File: config.mk
export PLATFORM = sky130hd
export DESIGN_NAME = lieat_pipe_skid
export DESIGN_NICKNAME = d
export VERILOG_FILES = /design/src/rtl/lieat_pipe_skid.sv
export SDC_FILE = /design/constraint.sdc
export NUM_CORES = 1
export LEC_CHECK = 0
export ABC_AREA = 1
export CAP_MARGIN = 20
export CORE_MARGIN = 2
export CORE_UTILIZATION = 30
export CTS_CLUSTER_DIAMETER = 120
export DETAILED_ROUTE_END_ITERATION = 10
export DONT_BUFFER_PORTS = 1
export SYNTH_ARGS = -nofsm -noshare
export SYNTH_HDL_FRONTEND = slang
export SYNTH_SLANG_ARGS = --single-unit
File: constraint.sdc
create_clock -name clock -period 1.6 [get_ports clock]
set_input_delay 0.16 -clock clock [delete_from_list [all_inputs] [get_ports clock]]
set_output_delay 0.16 -clock clock [all_outputs]
set_load 0.02 [all_outputs]
File: src/rtl/lieat_pipe_skid.sv
// Two-entry elastic pipeline register (main + skid) with registered i_ready
// and synchronous flush; occupancy doubles as the exposed FSM state.
module lieat_pipe_skid #(
  parameter int              DW      = 32,
  parameter logic [DW-1:0]   DEFAULT = {DW{1'b0}}
) (
  input  logic          clock,
  input  logic          reset,
  input  logic          flush,
  input  logic          i_valid,
  output logic          i_ready,
  input  logic [DW-1:0] i_data,
  output logic          o_valid,
  input  logic          o_ready,
  output logic [DW-1:0] o_data,
  output logic [1:0]    occupancy
);

  // Handshake: a beat transfers on a rising edge where valid & ready are both
  // high; valid never waits on ready, and i_ready is a flop so no ready path
  // runs from the downstream side to the upstream side.
  typedef enum logic [1:0] {
    EMPTY   = 2'd0,
    ONE     = 2'd1,
    FULL    = 2'd2,
    ILLEGAL = 2'd3
  } state_t;

  state_t        state_q, state_d;
  logic [DW-1:0] main_q, main_d;
  logic [DW-1:0] skid_q, skid_d;
  logic          ready_q, ready_d;
  logic          i_fire, o_fire;

  assign i_fire    = i_valid & ready_q & ~flush;
  assign o_valid   = (state_q != EMPTY) & ~flush;
  assign o_fire    = o_valid & o_ready;
  assign i_ready   = ready_q;
  assign o_data    = main_q;
  assign occupancy = state_q;

  always_comb begin
    state_d = state_q;
    main_d  = main_q;
    skid_d  = skid_q;
    case (state_q)
      EMPTY: begin
        if (i_fire) begin
          state_d = ONE;
          main_d  = i_data;
        end
      end
      ONE: begin
        if (i_fire && o_fire) begin
          main_d = i_data;
        end else if (i_fire) begin
          state_d = FULL;
          skid_d  = i_data;
        end else if (o_fire) begin
          state_d = EMPTY;
        end
      end
      FULL: begin
        if (o_fire) begin
          state_d = ONE;
          main_d  = skid_q;
        end
      end
      default: state_d = EMPTY;
    endcase
    // Data registers are left alone on flush; they are don't-care once EMPTY.
    if (flush) state_d = EMPTY;
    ready_d = (state_d != FULL);
  end

  always_ff @(posedge clock or negedge reset) begin
    if (!reset) begin
      state_q <= EMPTY;
      main_q  <= DEFAULT;
      skid_q  <= DEFAULT;
      ready_q <= 1'b0;
    end else begin
      state_q <= state_d;
      main_q  <= main_d;
      skid_q  <= skid_d;
      ready_q <= ready_d;
    end
  end

endmodule

# [After elaboration in Yosys (flattened, before gate mapping)]
# Index checks and enable logic that the tools add are counted.
[classes] n_reduce_logical=6 eq_ne=6 n_bitwise=6 n_mux=11
[op_table] op="32-bit 2-to-1 mux" count=3
[op_table] op="32-bit one-hot mux with 3 select lines" count=1
[op_table] op="2-bit 2-to-1 mux" count=6
[op_table] op="2-bit != test, second input constant" count=4
[op_table] op="2-bit one-hot mux with 3 select lines" count=1
[op_table] op="1-bit AND" count=4
[op_table] op="4-bit AND reduction" count=1
[op_table] op="3-bit AND reduction" count=1
[op_table] op="3-bit nonzero test" count=1
[op_table] op="2-bit by 1-bit == test with 1-bit output, second input constant" count=1
[op_table] op="2-bit == test, second input constant" count=1
[op_table] op="2-bit logical NOT" count=1
[op_table] op="1-bit NOT" count=2
[op_table] op="2-bit nonzero test" count=1
[op_table] op="1-bit logical AND" count=1
[word_totals] output_inout_bits=36 inputBits=37 elab_cells=33 register_bits=67

# [Logic depth before layout (Yosys ltp)]
# Gate-level depths: netlist (run 1).
[depth] word_depth=9 depth_mapped=8 ltp_nobuf=7

# [Worst setup path after synthesis (run 1)]
# Ideal clock, no wire load.
[synth_path] kind="register to register" startpoint="register ready_q (netlist: i_ready)" endpoint="register main_q[0] (netlist: o_data[0])" synth_period_minus_slack_ns=1.365 path_stages_with_launch=9 n_path_buf=1 required_time_ns=1.483 t_arrival_ns=1.248 setup_time_ns=0.117 path_slack_ns=0.235 cell_sequence="dfrtp_1 nand2_1 nor2_8 nand2_1 nand2_2 nand2_4 buf_6 nand2_1 nand2_1"
[synth_via] elab_chain_len=5 word_cells_on_any_way=6 classes_between="eq/ne: 2; bitwise: 2; reduce/logical: 2"
[synth_rtl] element="start, declared" line_no="32" rtl="logic ready_q, ready_d;"
[synth_rtl] element="start signal, assigned" line_no="86" rtl="ready_q <= ready_d;"
[synth_rtl] element="1-bit AND (*) (2 in a row)" line_no="35" rtl="assign i_fire = i_valid & ready_q & ~flush;"
[synth_rtl] element="1-bit logical AND" line_no="54" rtl="if (i_fire && o_fire) begin"
[synth_rtl] element="2-bit != test (no line)"
[synth_rtl] element="4-bit AND reduction (no line) (*)"
[synth_rtl] element="end signal, assigned" line_no="84" rtl="main_q <= main_d;"
[synth_rtl] element="end, declared" line_no="30" rtl="logic [DW-1:0] main_q, main_d;"
# Every way passes the cells marked *; elsewhere a longest branch is shown, timed or not.
# A chain may end at the register's enable or synchronous reset.

# [Worst setup path after layout (run 1)]
[layout_path] startpoint="register state_q[1] (netlist: occupancy[1])" endpoint="output o_valid"
[layout_via] elab_chain_len=2
[layout_rtl] element="start, declared" line_no="29" rtl="state_t state_q, state_d;"
[layout_rtl] element="start signal, assigned" line_no="83" rtl="state_q <= state_d;"
[layout_rtl] element="2-bit nonzero test" line_no="36" rtl="assign o_valid = (state_q != EMPTY) & ~flush;"
[layout_rtl] element="1-bit AND" line_no="36"
[layout_rtl] element="end, declared" line_no="13" rtl="output logic o_valid,"
# No other way between the ends.

==> results.sh, run 1 <==
export IMPL_status="complete, but fails checks"
export IMPL_violations="hold timing"
export IMPL_rsz0062_at_grt="no"
export IMPL_multi_input_comb_area_um2=1406
export IMPL_r2r_end="skid_q[18]"
export IMPL_ys_seq_area_share_pct=51.03
export IMPL_fp_dieW_um=108.7
export IMPL_maxCapViolCount=0
export IMPL_syn_nets=452
export IMPL_netlist_top_cells_count="nand2_1, dfrtp_1, nand3_1"
export IMPL_finalHoldViolations=67
export IMPL_clockRootBuffer="clkbuf_8"
export IMPL_nFillCells=1137
export IMPL_tritoncts="yes"
export IMPL_grt_start_max_net_pins=68
export IMPL_final_area_um2=4050
export IMPL_timing_setup_tns_ps=0
export IMPL_drive_gt1_share_pct=10.99
export IMPL_r2r_slack_ps=190
export IMPL_worst_slack_ps=113.2
export IMPL_fin_cells=595
export IMPL_cp_start_kind="flop"
export IMPL_grt_usage_pct=17.04
export IMPL_hpwl_mm=6.199
export IMPL_first_global_vias=3056
export IMPL_syn_area_per_cell_um2=7.917
export IMPL_grt_pass1_wl_mm=15.68
export IMPL_synthSimpleGateAreaFrac_pct=41.17
export IMPL_drt_pass1_iterations=4
export IMPL_slew_viol_final=0
export IMPL_cts_path_max_buffers=2
export IMPL_p_comb_share_pct=15.4
export IMPL_antenna_found_initial=0
export IMPL_swShare_pct=31.58
export IMPL_syn_to_final_growth_pct=23.27
export IMPL_fin_crit_ps=1487
export IMPL_worstPathRequired_ps=1440
export IMPL_antenna_left=0
export IMPL_slew_headroom_pct=76.58
export IMPL_setup_viol=0
export IMPL_seq_power_share_pct=50.5
export IMPL_fin_skew_ps=6.131
export IMPL_clkPwrFrac_pct=34.1
export IMPL_yosysUniqueCellTypes=21
export IMPL_vdd_drop_max_v=0.0005550
export IMPL_r2r_start="occupancy[1]"
export IMPL_dp_cells=546
export IMPL_final_net_count=487
export IMPL_drt_total_wl_mm=9.474
export IMPL_initial_utilization_pct=30.58
export IMPL_postSynthCellCount=415
export IMPL_synthFlopType="dfrtp_1"
export IMPL_synth_xor_area_share_pct=0
export IMPL_n_antenna_cell=0
export IMPL_synth_top_family_by_area="simple AND/OR/NAND/NOR gates"
export IMPL_hold_class="in -> async"
export IMPL_dpl_cell_area_um2=3441
export IMPL_fp_row_count=38
export IMPL_p_total_mw=5.436
export IMPL_synthArstFlopShare_pct=100.0
export IMPL_clkTransAtPathRegs_ps=80
export IMPL_power_density_nw_per_um2=1342
export IMPL_rr_worst_depth=5
export IMPL_cts_htree_levels=3
export IMPL_muxShareOfSynthArea_pct=0
export IMPL_holdBufCountCts=33
export IMPL_synth_compound_area_share_pct=1.333
export IMPL_clock_sinks=67
export IMPL_drt_iter0_drc=208
export IMPL_power_leakage_nw=2.093
export IMPL_synth_area_leaders="dfrtp_1, nand2_1, nand3_1"
export IMPL_wire_per_inst_um=15.92
export IMPL_die_area_um2=11800
export IMPL_fin_crit_sh_pct=92.92
export IMPL_dp_slack_ps=99.46
export IMPL_portBuffers=0
export IMPL_synth_edff_count=0
export IMPL_ys_ff_latch=67
export IMPL_grt_overflow=0
export IMPL_hold_ws_ps=-491.9
export IMPL_core_area_um2=10750
export IMPL_drc=0
export IMPL_crit_type="reg -> out"
export IMPL_synth_fa_ha_area_share_pct=0
export IMPL_syn_cell_area_um2=3286
export IMPL_insertion_delay_ps=340
export IMPL_worstPathArrival_ps=1330
export IMPL_ios=73
export IMPL_seq_area_um2=1678
export IMPL_worst_setup_path_end_kind="output port"
export IMPL_viasPerCell=4.958
export IMPL_routabilityCongestion=0.7760
export IMPL_switchingPower_mw=1.717
export IMPL_synth_warnings=0
export IMPL_worstPathMaxFanout=24
export IMPL_worst_slew_pin_slew_ps=350.9
export IMPL_synth_most_common_cell="nand2_1"
export IMPL_synth_top_area_cell="dfrtp_1"
export IMPL_die_h_um=108.7
export IMPL_fmax_ghz=0.6726
export IMPL_internal_power_mw=3.719
export IMPL_cts_buffers=9
export IMPL_vias=2950
export IMPL_synth_top_area_share_pct=51.03
state kept, by name, summed over array words and instances, names as in the netlist:
register / count
i_ready: 1
o_data: 32
occupancy: 2
skid_q: 32
layout by cell type, fill, tap and decap left out, types with 2 or more instances in the layout:
cell and instances:
dfrtp_1 66, a21oi_1 3, nor2_2 2, dlygate4sd3_1 33
inv_1 4, nand2_2 3, buf_4 22, nand2_1 197
clkinv_4 2, nand4_1 32, clkbuf_8 9, nor2_1 2
bufinv_16 4, nand3_1 65
routing by layer:
metal  up-vias  routed length, um  share of wire (%)  track usage [%]
met5         -                  0                  0                0
met1      1405               3766                 40            20.86
li1       1427                  -                  -                -
met2       109               4784                 50            29.29
met4         0                 85               0.90            4.487
met3         9                838                8.8            5.021
repair_timing:
item | 4_1_cts | 5_1_grt
pin swaps | 0 | 0
setup buffers | 0 | 0
setup endpoints to repair | 1 | 24
hold endpoints to repair | 100 | 67
resized for setup | 1 | 2
how the worst max path moves through the flow:
stage / slack (ps) / start / cells after the start / endpoint
finish: 110 / occupancy[1] / 4 / o_valid
global route: 20 / occupancy[1] / 7 / skid_q[30]
CTS: 60 / occupancy[1] / 4 / o_valid
detailed placement: 100 / occupancy[1] / 7 / skid_q[10]
global placement: 120 / occupancy[1] / 7 / skid_q[10]
floorplan: 240 / i_ready / 8 / o_data[0]
through the flow:
stage	hold WS, ps	utilization, %
floorplan	-135.6	-
global placement	-132.8	32.02
detailed placement	-133.7	32.02
CTS	-505.7	37.60
global route	-524.2	37.69
finish	-491.9	37.69
worst max-delay path, cell delays in order (launching register included):
cell and delay (ps):
dfrtp_2 430, buf_6 200, nor2_2 150, nor2_1 50, buf_4 150
logic make-up (layout without fill, tap and decap cells):
logic type,Yosys count,count (layout)
compound gates,6,6
buf+inv,37,77
flops,67,67
simple gates,305,305
final cells by class:
class,count,share of cell area (%)
tap,140,4.325
sequential,67,41.43
clock buffer,10,3.151
inverter,5,0.4634
multi-input combinational,311,34.72
clock inverter,6,3.398
timing repair buffer,56,12.51
power by group through the flow:
stage / logic (mW) / registers, mW / clock network, mW
floorplan: 0.626 / 2.69 / 0
global placement: 0.747 / 2.77 / 0
detailed placement: 0.775 / 2.78 / 0
CTS: 0.846 / 2.75 / 1.90
global route: 0.992 / 2.82 / 1.98
finish: 0.840 / 2.74 / 1.85
Power figures use the tool's default switching activity.
==> inputs of run 2 (changes only) <==
--- a/config.mk
+++ b/config.mk
@@ -12,6 +12,7 @@
 export CTS_CLUSTER_DIAMETER = 120
 export DETAILED_ROUTE_END_ITERATION = 10
 export DONT_BUFFER_PORTS = 1
+export HOLD_SLACK_MARGIN = 0.12
 export SYNTH_ARGS = -nofsm -noshare
 export SYNTH_HDL_FRONTEND = slang
 export SYNTH_SLANG_ARGS = --single-unit
==> results.sh, run 2 (synthesized netlist as in run 1, its figures left out) <==
export IMPL_die_area_um2=11800
export IMPL_worstPathRequired_ps=1440
export IMPL_worst_slack_ps=124.0
export IMPL_fmax_ghz=0.6775
export IMPL_tritoncts="yes"
export IMPL_vias=2906
export IMPL_initial_utilization_pct=30.58
export IMPL_crit_type="reg -> out"
export IMPL_power_leakage_nw=2.097
export IMPL_fin_skew_ps=7.182
export IMPL_vdd_drop_max_v=0.0005536
export IMPL_hold_ws_ps=-486.5
export IMPL_cp_cell_sequence="buf_6 -> nor2_2 -> nor2_1 -> buf_4"
export IMPL_antenna_found_initial=0
export IMPL_post_route_util_pct=37.79
export IMPL_viasPerCell=4.876
export IMPL_hold_class="in -> async"
export IMPL_cts_path_max_buffers=2
export IMPL_fin_cells=596
export IMPL_insertion_delay_ps=330
export IMPL_rr_worst_depth=5
export IMPL_r2r_end="skid_q[23]"
export IMPL_maxCapViolCount=0
export IMPL_post_cts_buffers=0
export IMPL_worstPathMaxFanout=24
export IMPL_clkTransAtPathRegs_ps=80
export IMPL_r2r_slack_ps=190
export IMPL_cp_top_family="flip-flops"
export IMPL_ios=73
export IMPL_mostFrequentLayoutCells="nand2_1, dfrtp_1, nand3_1, dlygate4sd3_1, nand4_1"
export IMPL_r2r_start="occupancy[1]"
export IMPL_drive_gt1_share_pct=10.96
export IMPL_fin_crit_sh_pct=92.25
export IMPL_cp_start_kind="flop"
export IMPL_slew_headroom_pct=75.41
export IMPL_drc=0
export IMPL_worst_slew_pin_slew_ps=368.9
export IMPL_drt_pass1_iterations=4
export IMPL_status="complete, but fails checks"
export IMPL_syn_to_final_growth_pct=23.57
export IMPL_portBuffers=0
export IMPL_cp_num_buf_inv=2
export IMPL_drt_iter0_drc=210
export IMPL_power_density_nw_per_um2=1341
export IMPL_violations="hold timing"
export IMPL_die_h_um=108.7
export IMPL_layout_commonest_cell="nand2_1"
export IMPL_cp_depth=4
export IMPL_critPathMaxStageDelay_ps=430
export IMPL_routabilityCongestion=0.7760
export IMPL_final_net_count=488
export IMPL_worstPathArrival_ps=1320
export IMPL_holdBufCountCts=34
export IMPL_first_global_vias=2983
export IMPL_finalHoldViolations=67
export IMPL_grt_pass1_wl_mm=15.04
export IMPL_slew_viol_final=0
export IMPL_cpMaxStageDelayCell="dfrtp_2"
export IMPL_hpwl_mm=6.199
export IMPL_clockRootBuffer="clkbuf_8"
export IMPL_grt_start_max_net_pins=68
export IMPL_cp_endpoint="o_valid"
export IMPL_fp_row_count=38
export IMPL_drt_total_wl_mm=9.106
export IMPL_grt_usage_pct=16.21
export IMPL_core_area_um2=10750
export IMPL_final_area_um2=4060
export IMPL_clock_sinks=67
export IMPL_dp_slack_ps=99.46
export IMPL_cts_buffers=9
export IMPL_n_antenna_cell=0
export IMPL_dpl_cell_area_um2=3441
export IMPL_dp_cells=546
export IMPL_grt_overflow=0
export IMPL_setup_viol=0
export IMPL_wire_per_inst_um=15.28
export IMPL_antenna_left=0
export IMPL_startpoint="occupancy[1]"
export IMPL_timing_setup_tns_ps=0
export IMPL_fin_crit_ps=1476
export IMPL_p_total_mw=5.445
export IMPL_rsz0062_at_grt="no"
export IMPL_worst_setup_path_end_kind="output port"
export IMPL_cts_htree_levels=3
export IMPL_fp_dieW_um=108.7
## run 2: layout make-up
| type | instances | area [um2] |
|---|---|---|
| inverters | 5 | 18.77 |
| repair buffers | 57 | 516.7 |
| clock inverters | 6 | 137.6 |
| well taps | 140 | 175.2 |
| clock buffers | 10 | 127.6 |
| fillers | 1137 | 6685 |
| flip-flops and latches | 67 | 1678 |
| multi-input cells | 311 | 1406 |
## run 2: how the worst min path moves through the flow
stage	from	endpoint	slack [ps]	cells after the start
3_5_place_dp	reset	o_data[4]	-130	0
5_1_grt	reset	o_data[4]	-520	0
6_report	reset	o_data[4]	-490	0
4_1_cts	reset	o_data[10]	-510	0
2_1_floorplan	reset	i_ready	-140	0
3_3_place_gp	reset	o_data[8]	-130	0
## run 2: repair_timing
| action | in CTS | in global routing |
|---|---|---|
| hold endpoints to repair | 134 | 67 |
| resized for setup | 1 | 2 |
| endpoints found under the setup margin | 1 | 24 |
## run 2: per-layer routing
metal  up-vias  wire length [um]  track usage (%)
li1       1427                 -                -
met5         -                 0                0
met1      1370              3726            20.03
met4         0                30            3.571
met2       107              4570            28.04
met3         2               778            4.722
## run 2: where the power goes
part           switching (mW)  leakage [nW]  internal, mW  total, mW
Combinational           0.509          1.13         0.344      0.852
Clock                   0.647         0.131          1.20       1.85
Sequential              0.569         0.834          2.18       2.75
Total                    1.72          2.10          3.72       5.45
==> inputs of run 3 (changes only) <==
--- a/config.mk
+++ b/config.mk
@@ -9,7 +9,6 @@
 export CAP_MARGIN = 20
 export CORE_MARGIN = 2
 export CORE_UTILIZATION = 30
-export CTS_CLUSTER_DIAMETER = 120
 export DETAILED_ROUTE_END_ITERATION = 10
 export DONT_BUFFER_PORTS = 1
 export HOLD_SLACK_MARGIN = 0.12
==> results of run 3 <==
Final layout, timing and power as in run 2 (identical DEF).
